[src/rtl/angle_reducer.sv]
// angle_reducer: reduces an IEEE 754 single-precision angle (degrees) into
// signed fixed point with FRAC_W fractional bits.
//   mode 0 : result in [-180,180)
//   mode 1 : result in [-90,90], flip=1 when the cosine sign must be negated
// Ports:
//   clk, rst (async, active-low)
//   in_valid/in_ready, angle_in[31:0], mode, in_tag   : request side
//   out_valid/out_ready, angle_out, flip, err, out_tag : result side
// One request in flight at a time. Latency is 18 edges for normal inputs
// and 1 edge for NaN/Inf/|x| >= 2^23 (err=1).
module angle_reducer #(
  parameter int unsigned FRAC_W = 6,
  parameter int unsigned OUT_W  = 16,
  parameter int unsigned TAG_W  = 2
) (
  input  logic             clk,
  input  logic             rst,
  input  logic             in_valid,
  output logic             in_ready,
  input  logic [31:0]      angle_in,
  input  logic             mode,
  input  logic [TAG_W-1:0] in_tag,
  output logic             out_valid,
  input  logic             out_ready,
  output logic [OUT_W-1:0] angle_out,
  output logic             flip,
  output logic             err,
  output logic [TAG_W-1:0] out_tag
);

  localparam int unsigned MAG_W = 23 + FRAC_W;
  localparam int unsigned CMP_W = MAG_W + 10;

  localparam logic [MAG_W-1:0] FIX_90  = MAG_W'(90)  << FRAC_W;
  localparam logic [MAG_W-1:0] FIX_180 = MAG_W'(180) << FRAC_W;
  localparam logic [MAG_W-1:0] FIX_270 = MAG_W'(270) << FRAC_W;
  localparam logic [MAG_W-1:0] FIX_360 = MAG_W'(360) << FRAC_W;
  localparam logic [OUT_W-1:0] O_180   = OUT_W'(180) << FRAC_W;
  localparam logic [OUT_W-1:0] O_360   = OUT_W'(360) << FRAC_W;

  typedef enum logic [2:0] {IDLE, CONV, REDUCE, FOLD, OUT} state_t;

  state_t             state_q, state_d;
  logic [31:0]        ang_q, ang_d;
  logic               mode_q, mode_d;
  logic [TAG_W-1:0]   tag_q, tag_d;
  logic               sign_q, sign_d;
  logic [MAG_W-1:0]   mag_q, mag_d;
  logic [3:0]         k_q, k_d;
  logic [OUT_W-1:0]   aout_q, aout_d;
  logic               flip_q, flip_d;
  logic               err_q, err_d;
  logic [TAG_W-1:0]   otag_q, otag_d;

  logic [7:0]         exp_f;
  logic [23:0]        mant;
  logic [MAG_W-1:0]   conv_mag;
  logic [CMP_W-1:0]   step;
  logic [MAG_W-1:0]   r;
  logic [OUT_W-1:0]   ro;

  assign exp_f = ang_q[30:23];
  assign mant  = {1'b1, ang_q[22:0]};
  // value = mant * 2^(exp-150) ; scaled by 2^FRAC_W and truncated. Only
  // meaningful for exp < 150, where the shift is >= 1 and fits MAG_W bits.
  assign conv_mag = MAG_W'({mant, {FRAC_W{1'b0}}} >> (8'd150 - exp_f));
  assign step     = CMP_W'(360) << (k_q + FRAC_W);

  always_comb begin
    state_d = state_q;
    ang_d   = ang_q;
    mode_d  = mode_q;
    tag_d   = tag_q;
    sign_d  = sign_q;
    mag_d   = mag_q;
    k_d     = k_q;
    aout_d  = aout_q;
    flip_d  = flip_q;
    err_d   = err_q;
    otag_d  = otag_q;
    r       = mag_q;
    ro      = '0;
    unique case (state_q)
      IDLE: begin
        if (in_valid) begin
          ang_d   = angle_in;
          mode_d  = mode;
          tag_d   = in_tag;
          state_d = CONV;
        end
      end
      CONV: begin
        sign_d = ang_q[31];
        k_d    = 4'd15;
        if (exp_f == 8'hFF || exp_f >= 8'd150) begin
          aout_d  = '0;
          flip_d  = 1'b0;
          err_d   = 1'b1;
          otag_d  = tag_q;
          state_d = OUT;
        end else begin
          mag_d   = (exp_f == 8'd0) ? '0 : conv_mag;
          state_d = REDUCE;
        end
      end
      REDUCE: begin
        // Binary long-division style: 16 conditional subtractions of 360*2^k.
        if (CMP_W'(mag_q) >= step) mag_d = mag_q - MAG_W'(step);
        if (k_q == 4'd0) state_d = FOLD;
        else             k_d = k_q - 4'd1;
      end
      FOLD: begin
        if (sign_q && mag_q != '0) r = FIX_360 - mag_q;
        ro     = OUT_W'(r);
        flip_d = 1'b0;
        if (!mode_q) begin
          aout_d = (r < FIX_180) ? ro : ro - O_360;
        end else if (r <= FIX_90) begin
          aout_d = ro;
        end else if (r < FIX_270) begin
          aout_d = O_180 - ro;
          flip_d = 1'b1;
        end else begin
          aout_d = ro - O_360;
        end
        err_d   = 1'b0;
        otag_d  = tag_q;
        state_d = OUT;
      end
      OUT: begin
        if (out_ready) state_d = IDLE;
      end
      default: state_d = IDLE;
    endcase
  end

  always_ff @(posedge clk or negedge rst) begin
    if (!rst) begin
      state_q <= IDLE;
      ang_q   <= '0;
      mode_q  <= 1'b0;
      tag_q   <= '0;
      sign_q  <= 1'b0;
      mag_q   <= '0;
      k_q     <= '0;
      aout_q  <= '0;
      flip_q  <= 1'b0;
      err_q   <= 1'b0;
      otag_q  <= '0;
    end else begin
      state_q <= state_d;
      ang_q   <= ang_d;
      mode_q  <= mode_d;
      tag_q   <= tag_d;
      sign_q  <= sign_d;
      mag_q   <= mag_d;
      k_q     <= k_d;
      aout_q  <= aout_d;
      flip_q  <= flip_d;
      err_q   <= err_d;
      otag_q  <= otag_d;
    end
  end

  assign in_ready  = (state_q == IDLE);
  assign out_valid = (state_q == OUT);
  assign angle_out = aout_q;
  assign flip      = flip_q;
  assign err       = err_q;
  assign out_tag   = otag_q;

endmodule

[config.mk]
export PLATFORM = sky130hd
export DESIGN_NAME = angle_reducer
export DESIGN_NICKNAME = d
export VERILOG_FILES = /design/src/rtl/angle_reducer.sv
export SDC_FILE = /design/constraint.sdc
export NUM_CORES = 1
export LEC_CHECK = 0
export ABC_AREA = 0
export CAP_MARGIN = 25
export CORE_MARGIN = 2
export CORE_UTILIZATION = 60
export DETAILED_ROUTE_END_ITERATION = 7
export PLACE_DENSITY = 0.81
export SLEW_MARGIN = 20
export SYNTH_ARGS = -nofsm -noshare
export SYNTH_HDL_FRONTEND = slang
export SYNTH_SLANG_ARGS = --single-unit
[constraint.sdc]
create_clock -name clk -period 10.9 [get_ports clk]
set_input_delay 3.27 -clock clk [delete_from_list [all_inputs] [get_ports clk]]
set_output_delay 3.27 -clock clk [all_outputs]
set_load 0.02 [all_outputs]
==> results.toml <==
[final_layout]
final_layout_size_suffix_gt1_frac = 0.105
fillCellCount = 1199
finalNetCount = 1165
layout-area-overhead-vs-synth_pct = 11.1
antenna_cells = 0

[clocking]
reg_clk_slew_reported_paths_ps = 80
post_cts.resized_instances = 0
cts_buffer_depth = 2
cts.htree.levels = 3
cts-root-buf = "sky130_fd_sc_hd__clkbuf_16"
cts-buffers-inserted = 9
cts_setup_buffers = 0
cts-hold-fix-buffers = 0
clk_latency_ps = 360
cts.sink_count = 92
cts_tree = "built"

[sta]
max_slew.worst_pin.slew_ps = 994
fin_worst_skew_ps = 12.8
grt_setup_unrepaired = "false"
setup_viol = 0
maxSlewHeadroom = 0.335
timing.final.crit_period_ps = 5340
fin_crit_sh = 0.490
maxClockFrequency_mhz = 187
setup_tns_ps = 0
timing_max_transition_violations_final = 0
hold_violations = 0

[setup_path]
timing.critical_path.fanout_max = 16
worstPathBufferInverterCount = 2
start_kind = "register"
critPathKind = "register to register"
cp_data_arrival_time_ps = 5550
cp_slowest_cell = "sky130_fd_sc_hd__o31ai_4"
setup.worst_path.end_class = "register"
worstPathCellList = "inv_1 -> ha_1 -> or3b_1 -> or3_4 -> o31ai_4 -> or4_1 -> xor2_1 -> inv_1 -> ha_1 -> nand2_1 -> nor2_1 -> o31ai_2 -> nand3_1 -> a311oi_1 -> xor2_1 -> o22ai_1"
largest_incremental_delay_on_the_critical_path_ps = 610
required_time_of_the_critical_path_ps = 11110
worst_path_dominant_cell_family = "simple AND/OR/NAND/NOR gates"

[place]
port-buffer-count = 60
gp_routability_congestion = 1.04
dp_hpwl_um = 18900

[synthesis]
edff_count_synth = 0
synthesized_netlist_net_count = 1152
seq_cells_post_synth = 92
syn-cell-area_um2 = 8720
synth_cells = 1070
synthFlopType = "sky130_fd_sc_hd__dfrtp_1"
post_synthesis_area_per_instance_um2 = 8.15
synth.yosys.warnings = 0
synthArstFlopShare = 1.00
yosys.cell_types.count = 83
yosysSeqAreaShare = 0.264

[global_routing]
grt_pass1_vias = 8014
gr-usage-all-layers = 0.324
grt_antenna_before_repair = 0
grt_pass1_wl_um = 41200
grt_start_max_net_pins = 71
globalRouteOverflowTotal = 0

[floorplanning]
floorplan.initialDensity = 0.607
io-pin-count = 61
fp-row-count = 44
die_h_um = 125
die-area_um2 = 15500
core_region_area_um2 = 14400
floorplan.die.width_um = 125

[drt]
viasPerCell = 6.70
drt-pass1-iter-count = 7
ant_nets = 0
average_wire_length_per_cell_after_detail_routing_um = 19.8
routed_wirelength_um = 25200
via_count = 8527
drt_iter0_drc = 1015
route.detailed.drc = 0

[run_status]
run_status = "complete, no violations"

[job]
maxCapViolCount = 0

[hold_path]
classification_of_the_worst_slack_hold_path = "register to register"
==> final timing paths <==
path | startpoint | endpoint | slack (ps) | cells past startpoint
worst max-delay path | mag_q[0] | angle_out[6] | 5560 | 16
worst min-delay path | angle_out[14] | angle_out[14] | 480 | 2
worst max register to register | mag_q[0] | angle_out[6] | 5560 | 16
worst min register to register | angle_out[14] | angle_out[14] | 480 | 2
max in group asynchronous | rst | mag_q[7] | 6880 | 2
min in group asynchronous | rst | out_tag[1] | 2790 | 1
==> flip-flops by register name (all words and copies together), names as in the netlist, 2 cells and up <==
| name | cells |
|---|---|
| angle_out | 16 |
| ang_q | 32 |
| tag_q | 2 |
| state_q | 3 |
| out_tag | 2 |
| mag_q | 29 |
| k_q | 4 |
==> placed cells by master, fill, tap and decap left out, types with 17 or more instances in the layout <==
cell type and instances:
sky130_fd_sc_hd__mux2_2 44, sky130_fd_sc_hd__xnor2_1 32, sky130_fd_sc_hd__clkdlybuf4s50_1 59, sky130_fd_sc_hd__nand2_1 141
sky130_fd_sc_hd__mux2i_1 22, sky130_fd_sc_hd__nor2_1 75, sky130_fd_sc_hd__o21ai_0 74, sky130_fd_sc_hd__xor2_1 22
sky130_fd_sc_hd__a21o_1 17, sky130_fd_sc_hd__o211ai_1 17, sky130_fd_sc_hd__a21oi_1 60, sky130_fd_sc_hd__dfrtp_1 92
sky130_fd_sc_hd__inv_1 20, sky130_fd_sc_hd__o21a_1 19, sky130_fd_sc_hd__ha_1 43, sky130_fd_sc_hd__nand3_1 37
sky130_fd_sc_hd__nor3_1 26
==> worst register-to-register path, delay by kind of cell, from the launching register on <==
| family | cells | cell delay, ps |
|---|---|---|
| AO/OA/AOI/OAI | 4 | 1500 |
| XOR/XNOR | 2 | 640 |
| adder cells (fa/ha/maj) | 2 | 510 |
| buffers and inverters | 2 | 300 |
| flip-flops | 1 | 430 |
| AND/OR/NAND/NOR | 6 | 1800 |
==> final cells by class <==
type / count / area, um2 / share of cell area
sequential: 92 / 2300 / 0.238
tap: 184 / 230 / 0.0238
timing repair buffer: 73 / 707 / 0.0730
clock inverter: 7 / 73.8 / 0.00762
clock buffer: 9 / 225 / 0.0232
multi-input combinational: 887 / 6080 / 0.627
inverter: 20 / 75.1 / 0.00775
==> cells by family (layout without fill, tap and decap cells) <==
logic type               Yosys count  count (layout)  share of synthesized area
multiplexers                      73              73                      0.100
AND/OR/NAND/NOR                  388             388                      0.221
flip-flops                        92              92                      0.264
AO/OA/AOI/OAI                    326             326                      0.253
adder cells (fa/ha/maj)           43              43                     0.0617
XOR/XNOR                          57              57                     0.0581
buffers and inverters             91             109                     0.0422
==> synth_stat cells, drive strengths merged, types with 5 or more instances <==
cell / instances / area (um2)
and2: 6 / 37.5
o221ai: 13 / 114
a211oi: 13 / 103
a21o: 17 / 128
nand2: 142 / 536
o21ai: 80 / 400
mux2: 44 / 495
o31ai: 8 / 83.8
buf: 13 / 75.1
and4: 7 / 61.3
or2: 5 / 31.3
nand4: 11 / 68.8
inv: 20 / 75.1
nand2b: 11 / 68.8
nand3: 38 / 195
a31oi: 16 / 100
nor3: 31 / 180
o22ai: 16 / 100
a21oi: 60 / 300
ha: 43 / 538
o21a: 19 / 143
and3: 6 / 37.5
mux4: 7 / 158
or4: 11 / 86.3
dfrtp: 92 / 2300
a32oi: 7 / 61.3
or3: 7 / 53.8
o211ai: 17 / 128
mux2i: 22 / 220
nor2: 75 / 282
nor3b: 6 / 45.0
a22oi: 11 / 82.6
xor2: 23 / 201
nor4: 11 / 81.3
nor2b: 7 / 43.8
a21boi: 7 / 52.6
nand3b: 5 / 37.5
nand4b: 5 / 43.8
xnor2: 34 / 305
clkbuf: 58 / 218
==> routing by layer <==
metal,part of all wire,track usage,wire [um]
met1,0.43,0.436,10800
met2,0.47,0.529,11800
met3,0.066,0.0425,1650
met4,0.038,0.134,971
met5,0,0,0
==> stage by stage <==
stage / hold WS [ps] / worst slack [ps] / cell area, um2 / std cells / utilization
5_1_grt: 509 / 5230 / 9690 / 1272 / 0.674
4_1_cts: 482 / 5630 / 9660 / 1270 / 0.673
6_report: 480 / 5560 / 9690 / 1272 / 0.674
2_1_floorplan: 446 / 6340 / 8720 / 1070 / -
3_3_place_gp: 462 / 5910 / 9360 / 1254 / 0.652
3_5_place_dp: 465 / 5710 / 9360 / 1254 / 0.652
Power is not shown: default switching activity piles up to over one toggle a cycle in this logic, so the estimate is an artifact.
